$ cat config.mk
export PLATFORM = sky130hd
export DESIGN_NAME = vjtag_master_flat
export DESIGN_NICKNAME = d
export VERILOG_FILES = /design/src/rtl/vjtag_master_if.sv /design/src/rtl/vjtag_master.sv /design/src/flat_wrapper.sv
export SDC_FILE = /design/constraint.sdc
export NUM_CORES = 1
export LEC_CHECK = 0
export ABC_AREA = 1
export CORE_ASPECT_RATIO = 1.25
export CORE_UTILIZATION = 53
export DETAILED_ROUTE_END_ITERATION = 12
export GPL_ROUTABILITY_DRIVEN = 0
export PLACE_DENSITY = 0.81
export SYNTH_ARGS = -nofsm -noshare
export SYNTH_HDL_FRONTEND = slang
export SYNTH_SLANG_ARGS = --single-unit
$ cat constraint.sdc
create_clock -name tck -period 2 [get_ports tck]
set_input_delay 0.4 -clock tck [delete_from_list [all_inputs] [get_ports tck]]
set_output_delay 0.4 -clock tck [all_outputs]
set_load 0.01 [all_outputs]
$ cat src/rtl/vjtag_master_if.sv
// vjtag_master_if: command/response handshake between a host and vjtag_master
//   cmd_valid/cmd_ready  command handshake, accepted when both high at posedge
//   cmd_op/addr/wdata    operation code, memory address and write data
//   rsp_valid            one-cycle response pulse, no backpressure
//   rsp_data/rsp_err     captured data-register bits and illegal-op flag
interface vjtag_master_if;
  logic        cmd_valid;
  logic        cmd_ready;
  logic [2:0]  cmd_op;
  logic [7:0]  cmd_addr;
  logic [7:0]  cmd_wdata;
  logic        rsp_valid;
  logic [15:0] rsp_data;
  logic        rsp_err;
  modport master (
    output cmd_valid, cmd_op, cmd_addr, cmd_wdata,
    input  cmd_ready, rsp_valid, rsp_data, rsp_err
  );
  modport slave (
    input  cmd_valid, cmd_op, cmd_addr, cmd_wdata,
    output cmd_ready, rsp_valid, rsp_data, rsp_err
  );
endinterface

$ cat src/rtl/vjtag_master.sv
// vjtag_master: sequences virtual-JTAG IR/DR strobes to run one command per request
//   tck, aclr         clock and synchronous active-low reset
//   bus (slave)       command in / response out handshake
//   ir_in             virtual IR code: 00 BYPASS, 01 DIP, 10 LED, 11 MEM
//   v_uir/v_cdr/v_sdr/v_udr  update-IR, capture-DR, shift-DR, update-DR strobes
//   tdi, tdo          serial data to / from the target, LSB first
module vjtag_master (
  input  logic           tck,
  input  logic           aclr,
  vjtag_master_if.slave  bus,
  output logic [1:0]     ir_in,
  output logic           v_uir,
  output logic           v_cdr,
  output logic           v_sdr,
  output logic           v_udr,
  output logic           tdi,
  input  logic           tdo
);
  typedef enum logic [2:0] {IDLE, UIR, CDR, SDR, UDR, RESP} state_t;
  state_t      state, state_nxt;
  logic        pass;
  logic [4:0]  cnt;
  logic [4:0]  len;
  logic [2:0]  op;
  logic [7:0]  addr;
  logic [7:0]  wdata;
  logic [15:0] word;
  logic [15:0] cap, cap_nxt;
  logic [15:0] rsp_data;
  logic        rsp_err;
  logic        in_rst;
  logic        accept;
  logic        legal;
  logic        last_bit;
  assign accept   = bus.cmd_valid && bus.cmd_ready;
  assign legal    = bus.cmd_op <= 3'd4;
  assign len      = op == 3'd0 ? 5'd2 : (op == 3'd1 || op == 3'd2) ? 5'd8 : 5'd16;
  assign last_bit = cnt == len - 5'd1;
  assign word     = op == 3'd2 ? {8'h00, wdata} :
                    op == 3'd3 ? {addr, wdata} :
                    op == 3'd4 ? {addr, 8'h00} : 16'h0000;
  always_ff @(posedge tck)
    state <= !aclr ? IDLE : state_nxt;
  // MEM_RD makes two passes: the first loads the address, the second
  // re-shifts it while capturing the memory data; it never issues update-DR.
  always_comb begin
    state_nxt = state;
    case (state)
      IDLE:    state_nxt = accept ? (legal ? UIR : RESP) : IDLE;
      UIR:     state_nxt = CDR;
      CDR:     state_nxt = SDR;
      SDR:     state_nxt = !last_bit ? SDR : op != 3'd4 ? UDR : pass ? RESP : CDR;
      UDR:     state_nxt = RESP;
      RESP:    state_nxt = IDLE;
      default: state_nxt = IDLE;
    endcase
  end
  // Capture is cleared at CDR so shorter registers come out zero-extended.
  always_comb begin
    cap_nxt = cap;
    if (state == SDR) cap_nxt[cnt[3:0]] = tdo;
  end
  always_ff @(posedge tck) begin
    if (!aclr) begin
      in_rst   <= 1'b1;
      pass     <= 1'b0;
      cnt      <= 5'd0;
      op       <= 3'd0;
      addr     <= 8'h00;
      wdata    <= 8'h00;
      cap      <= 16'h0000;
      rsp_data <= 16'h0000;
      rsp_err  <= 1'b0;
    end else begin
      in_rst <= 1'b0;
      if (accept) begin
        op    <= bus.cmd_op;
        addr  <= bus.cmd_addr;
        wdata <= bus.cmd_wdata;
      end
      cnt  <= (state == SDR && !last_bit) ? cnt + 5'd1 : 5'd0;
      pass <= state == IDLE ? 1'b0 : (state == SDR && last_bit) ? 1'b1 : pass;
      cap  <= state == CDR ? 16'h0000 : cap_nxt;
      // The response is built on the edge entering RESP so the final tdo bit
      // is included and the value holds until the next response.
      if (state_nxt == RESP) begin
        rsp_data <= state == IDLE ? 16'h0000 : cap_nxt;
        rsp_err  <= state == IDLE;
      end
    end
  end
  // in_rst keeps cmd_ready low for the cycles spent in reset.
  always_comb begin
    bus.cmd_ready = state == IDLE && !in_rst;
    bus.rsp_valid = state == RESP;
    bus.rsp_data  = rsp_data;
    bus.rsp_err   = rsp_err;
    v_uir         = state == UIR;
    v_cdr         = state == CDR;
    v_sdr         = state == SDR;
    v_udr         = state == UDR;
    ir_in         = (state == IDLE || state == RESP) ? 2'b00 : (op[2] ? 2'b11 : op[1:0]);
    tdi           = state == SDR && word[cnt[3:0]];
  end
endmodule
$ cat src/flat_wrapper.sv
// flat-port wrapper written by rule: the top's interface ports become plain ports
module vjtag_master_flat 
  (tck, aclr, ir_in, v_uir, v_cdr, v_sdr, v_udr, tdi, tdo, bus_cmd_valid, bus_cmd_op, bus_cmd_addr, bus_cmd_wdata, bus_cmd_ready, bus_rsp_valid, bus_rsp_data, bus_rsp_err);
  vjtag_master_if bus_i ();
  input  logic tck;
  input  logic aclr;
  output logic [1:0] ir_in;
  output logic v_uir;
  output logic v_cdr;
  output logic v_sdr;
  output logic v_udr;
  output logic tdi;
  input  logic tdo;
  input wire logic [$bits(bus_i.cmd_valid)-1:0] bus_cmd_valid;
  input wire logic [$bits(bus_i.cmd_op)-1:0] bus_cmd_op;
  input wire logic [$bits(bus_i.cmd_addr)-1:0] bus_cmd_addr;
  input wire logic [$bits(bus_i.cmd_wdata)-1:0] bus_cmd_wdata;
  output wire logic [$bits(bus_i.cmd_ready)-1:0] bus_cmd_ready;
  output wire logic [$bits(bus_i.rsp_valid)-1:0] bus_rsp_valid;
  output wire logic [$bits(bus_i.rsp_data)-1:0] bus_rsp_data;
  output wire logic [$bits(bus_i.rsp_err)-1:0] bus_rsp_err;
  assign bus_i.cmd_valid = bus_cmd_valid;
  assign bus_i.cmd_op = bus_cmd_op;
  assign bus_i.cmd_addr = bus_cmd_addr;
  assign bus_i.cmd_wdata = bus_cmd_wdata;
  assign bus_cmd_ready = bus_i.cmd_ready;
  assign bus_rsp_valid = bus_i.rsp_valid;
  assign bus_rsp_data = bus_i.rsp_data;
  assign bus_rsp_err = bus_i.rsp_err;
  vjtag_master u_core (.tck(tck), .aclr(aclr), .bus(bus_i), .ir_in(ir_in), .v_uir(v_uir), .v_cdr(v_cdr), .v_sdr(v_sdr), .v_udr(v_udr), .tdi(tdi), .tdo(tdo));
endmodule
# After elaboration in Yosys (flattened, before gate mapping)
# Index checks and enable logic that the tools add are counted.
[classes]
n_addsub = 2
n_lt_le_gt_ge = 3
n_eq_ne = 12
muxes = 21
bitwise_logic = 1
n_reduce_logical = 15
[op_table]
columns = ["cell", "count"]
rows = [
  ["$mux W16", 5],
  ["$bwmux W16", 1],
  ["$mux W3", 5],
  ["$pmux W3 S5", 1],
  ["$eq A3 B2 Y1 const B", 4],
  ["$eq A3 B3 Y1 const B", 4],
  ["$mux W5", 2],
  ["$eq A3 B1 Y1 const B", 2],
  ["$logic_and A1 B1 Y1", 6],
  ["$logic_not A3 Y1", 2],
  ["$add A5 B1 Y5 const B", 1],
  ["$eq A5 B5 Y1", 1],
  ["$lt A4 B5 Y1 const B", 1],
  ["$sub A5 B1 Y5 const B", 1],
  ["$bmux W1 S4", 1],
  ["$demux W1 S4", 1],
  ["$ge A4 B1 Y1 const B", 1],
  ["$mux W2", 2],
  ["$reduce_or A2 Y1", 2],
  ["$le A3 B3 Y1 const B", 1],
  ["$mux W1", 3],
  ["$ne A3 B3 Y1 const B", 1],
  ["$logic_not A1 Y1", 2],
  ["$logic_or A1 B1 Y1", 2],
  ["other kinds (2)", 2],
]
[word_totals]
regBits = 62
in_bits = 23
output_inout_bits = 26
word_cells = 64

# Logic depth before layout (Yosys ltp)
[depth]
word_depth = 9
mapped_depth = 12
ltp_nobuf = 11

# Least setup slack after synthesis
# No wires, ideal clock.
[synth_timing]
kind = "register to output"
from = "reg u_core.state[0]"
to = "out tdi"
t_arrival_ns = 1.284
required_ns = 1.600
setup_slack_ns = 0.316
path_stages_with_launch = 6
n_path_buf = 1
path_cell_list = "dfxtp_1 nand2_1 nor2_2 buf_2 nand3_1 nor3_1"
[synth_via]
elab_chain_cells = 2
[synth_lines]
columns = ["element", "line_no", "source"]
rows = [
  ["start: declaration", "vjtag_master.sv:20", "state_t state, state_nxt;"],
  ["start signal: assignment", "vjtag_master.sv:43", "state <= !aclr ? IDLE : state_nxt;"],
  ["$eq A3 B2 Y1", "-", ""],
  ["via v_sdr", "flat_wrapper.sv:10", "output logic v_sdr;"],
  ["$logic_and A1 B1 Y1", "vjtag_master.sv:103", "tdi = state == SDR && word[cnt[3:0]];"],
  ["end: declaration", "flat_wrapper.sv:12", "output logic tdi;"],
]
# The timed path passes the listed nets, and every way through them passes these cells.

# Final worst setup path
[layout_timing]
from = "reg u_core.cnt[1]"
to = "out tdi"
[layout_via]
elab_chain_cells = 3
[layout_lines]
columns = ["element", "line_no", "source"]
rows = [
  ["start: declaration", "vjtag_master.sv:22", "logic [4:0] cnt;"],
  ["start signal: assignment", "vjtag_master.sv:81", "cnt <= (state == SDR && !last_bit) ? cnt + 5'd1 : 5'd0;"],
  ["$bmux W1 S4", "vjtag_master.sv:103", ""],
  ["$mux W1 (implied by the code)", "vjtag_master.sv:103", ""],
  ["$logic_and A1 B1 Y1", "vjtag_master.sv:103", ""],
]
# Every way passes these cells. The select of a mux whose other input is x is not followed.

==> run metrics <==
routed metal-1 wire length=approximately 2.8 mm; top routing layer used=met4; Non-Filler Instances=540; routed vias/inst=around 5.5; Starting Density=54.51%; post-synth top area share=between 40% and 50%; global-route wire length before repair=roughly 12 mm; # setup viols final=0; Seq/Total Area, Yosys=between 40% and 50%; Critical R2R Launch=u_core.op[1]; 1st-pass router iterations=4; worst-margin pin slew=a little over 500 ps; worst skew pair latency=350 ps; TritonCTS Buffers=9; clock share of power=between 40% and 50%; Combinational Power Share=between 10% and 20%; initial antenna violation count=0; Synth area leaders=dfxtp_1, nand3_1, nand2_1, a21oi_1, nor2_1; # DRC=0; switching share of power=approximately 28%; slack of the critical path=roughly 65 ps; worst clock skew=9.929 ps; Std-Cell Rows=30; DR WL met3=roughly 400 um; CP Launch Point=u_core.cnt[1]; pwr/cell area=approximately 800 nW/um^2; Netlist cell types=28; post-synth top area cell=dfxtp_1; Synth Instances=between 400 and 500; Tmin final=1935 ps; slew margin rel.=65.35%; Port Buffers=48; worst IR drop on VDD=about 730 uV; area grow syn2layout=29.98%; total number of vias=between 2k and 3k; DIE AREA=about 5900 sq um; synth warn=0; post-synthesis register bit count=62; syn avg cell area=roughly 7.2 sq um; WS Path Type=register to primary output; P_sw=roughly 0.86 mW; nature of the critical path endpoint=primary output; largest net degree at the start of global routing=36; Final Cycle Share=96.77%; GRT Overall Usage=26.82%; data required time of the worst path=approximately 1600 ps; deepest clock path buffer count=2; R2R setup slack=~150 ps; Reg power frac=approximately 43%; Startpoint Class=register; worst path arrival time=about 1500 ps; metal2 WL=approximately 3.7 mm; Cell Int Power=2.244 mW; Post-CTS Setup Bufs=0; Hold WS=~470 ps; CTS H-tree lvls=3; R2R depth=11; Max Cap Viol=0; Worst R2R End=u_core.bus.rsp_data[6]; Die X-Extent=68.69 um; ANT cells=0; P_leak=1.530 nW; Core Area=about 5400 sq um; Worst Hold Class=register to register; outcome=complete, no violations; Setup WS pre-CTS=-42.49 ps; Hold Fails Final Rpt=0; Critical Path End=tdi; routed length per instance=about 13 um; DP HPWL=around 4.9 mm; Remaining Overflow, GRT=0; Fillers=around 470; initial drt markers=about 240; Die H=between 80 and 90 um; Placed Cells=between 500 and 600; fin. max-slew vios=0; Clock Pin Slew Worst Setup and Hold Paths=around 60 ps; DRT Wirelength=between 7 and 8 mm; Syn Nets=439; Root Driver=clkbuf_8; clk sink count=62; I/O pins=49; Final Core Density=70.86%; worst-path maximum fanout=6; Fmax=between 0.5 and 0.6 GHz; vias in the first global route=roughly 2.6k; Detail Route Antenna Nets=0; CTS tree=built; layout cell share with drive strength beyond 1=between 15 and 20%; # nets final=roughly 500; synthesized area=approximately 3000 sq um
[routing by layer]
metal  up-vias  GRT usage (%)
met2       104          45.37
li1       1484              -
met3        18          5.914
met5         -              0
met1      1358          31.07
met4         0          12.80
[final cells by class]
class / instances / area (sq um) / share of cell area (%)
clock inverter: 6 / 85.08 / 2.221
sequential: 62 / 1249 / 32.60
inverter: 32 / 120.1 / 3.136
timing repair buffer: 71 / 665.6 / 17.38
tap: 64 / 80.08 / 2.091
multi-input combinational: 295 / 1493 / 38.97
clock buffer: 10 / 137.6 / 3.594
[layout by cell type, fill, tap and decap left out, types with 4 or more instances in the layout]
cell	instances
o21ai_1	4
a31o_2	15
ha_1	4
nor2_1	56
dfxtp_1	58
nand3_1	55
o21ai_0	16
nand2_1	69
inv_2	5
a21oi_1	48
clkbuf_8	10
clkdlybuf4s50_1	39
buf_4	20
inv_1	27
dlygate4sd2_1	6
[stage by stage]
| step | power, mW | setup TNS [ps] | area, sq um |
|---|---|---|---|
| after floorplan | 1.682 | 0 | 2947 |
| after global placement | 1.873 | -13.57 | 3573 |
| after detailed placement | 1.883 | -42.49 | 3573 |
| after CTS | 3.116 | 0 | 3799 |
| after global routing | 3.241 | -46.19 | 3830 |
| final | 3.108 | 0 | 3830 |
[critical path, cell delays in order, from the launching register on]
cell	delay (ps)
dfxtp_4	390
inv_2	70
a21oi_1	130
o21ai_0	120
nand3_1	90
a21oi_1	80
nor3_2	170
buf_2	150
[state kept, by name, indices dropped and copies added, names as in the netlist]
name and flops:
u_core.bus.rsp_data 16, u_core.pass 1, u_core.in_rst 1, u_core.state 3
u_core.addr 8, u_core.cap 16, u_core.op 3, u_core.cnt 5
u_core.wdata 8, u_core.bus.rsp_err 1
[power groups by stage]
stage / Clock [mW] / Sequential (mW) / Combinational, mW
final: 1.25 / 1.33 / 0.535
after global placement: 0 / 1.35 / 0.521
after CTS: 1.26 / 1.33 / 0.526
after global routing: 1.31 / 1.33 / 0.601
after floorplan: 0 / 1.36 / 0.321
after detailed placement: 0 / 1.35 / 0.529
[cell usage after synthesis, drive strengths merged]
library cell and instances:
nand2 72, dfxtp 62, nor2 61, nand3 56
a21oi 51, inv 32, o21ai 21, a31o 15
clkbuf 12, buf 11, ha 4, nand4 3
nor3 3, and2 2, or2 2, xor2 2
a211oi 1, a31oi 1, xnor2 1
[worst min path at each step]
stage | start | end | slack [ps] | depth (start not counted)
final | u_core.wdata[2] | u_core.wdata[2] | 470 | 2
after global routing | u_core.wdata[2] | u_core.wdata[2] | 490 | 2
after floorplan | u_core.addr[1] | u_core.addr[1] | 430 | 2
after global placement | u_core.wdata[4] | u_core.wdata[4] | 450 | 2
after CTS | u_core.addr[5] | u_core.addr[5] | 460 | 2
after detailed placement | u_core.addr[5] | u_core.addr[5] | 450 | 2
[kinds of logic after synthesis]
kind of cell | Yosys count | share of synthesized area [%]
buffers and inverters | 55 | 8.110
AOI/OAI and AO/OA | 89 | 17.54
adders and majority gates | 4 | 1.699
and+or+nand+nor | 199 | 29.64
xor gates and xnor gates | 3 | 0.8919
DFF | 62 | 42.12
[repair_timing]
item	in CTS	in global routing
hold endpoints to repair	0	0
hold buffers	0	0
gates resized for setup	16	16
setup endpoints to repair	7	22
pin swaps	1	2
(Power assumes the default switching activity.)
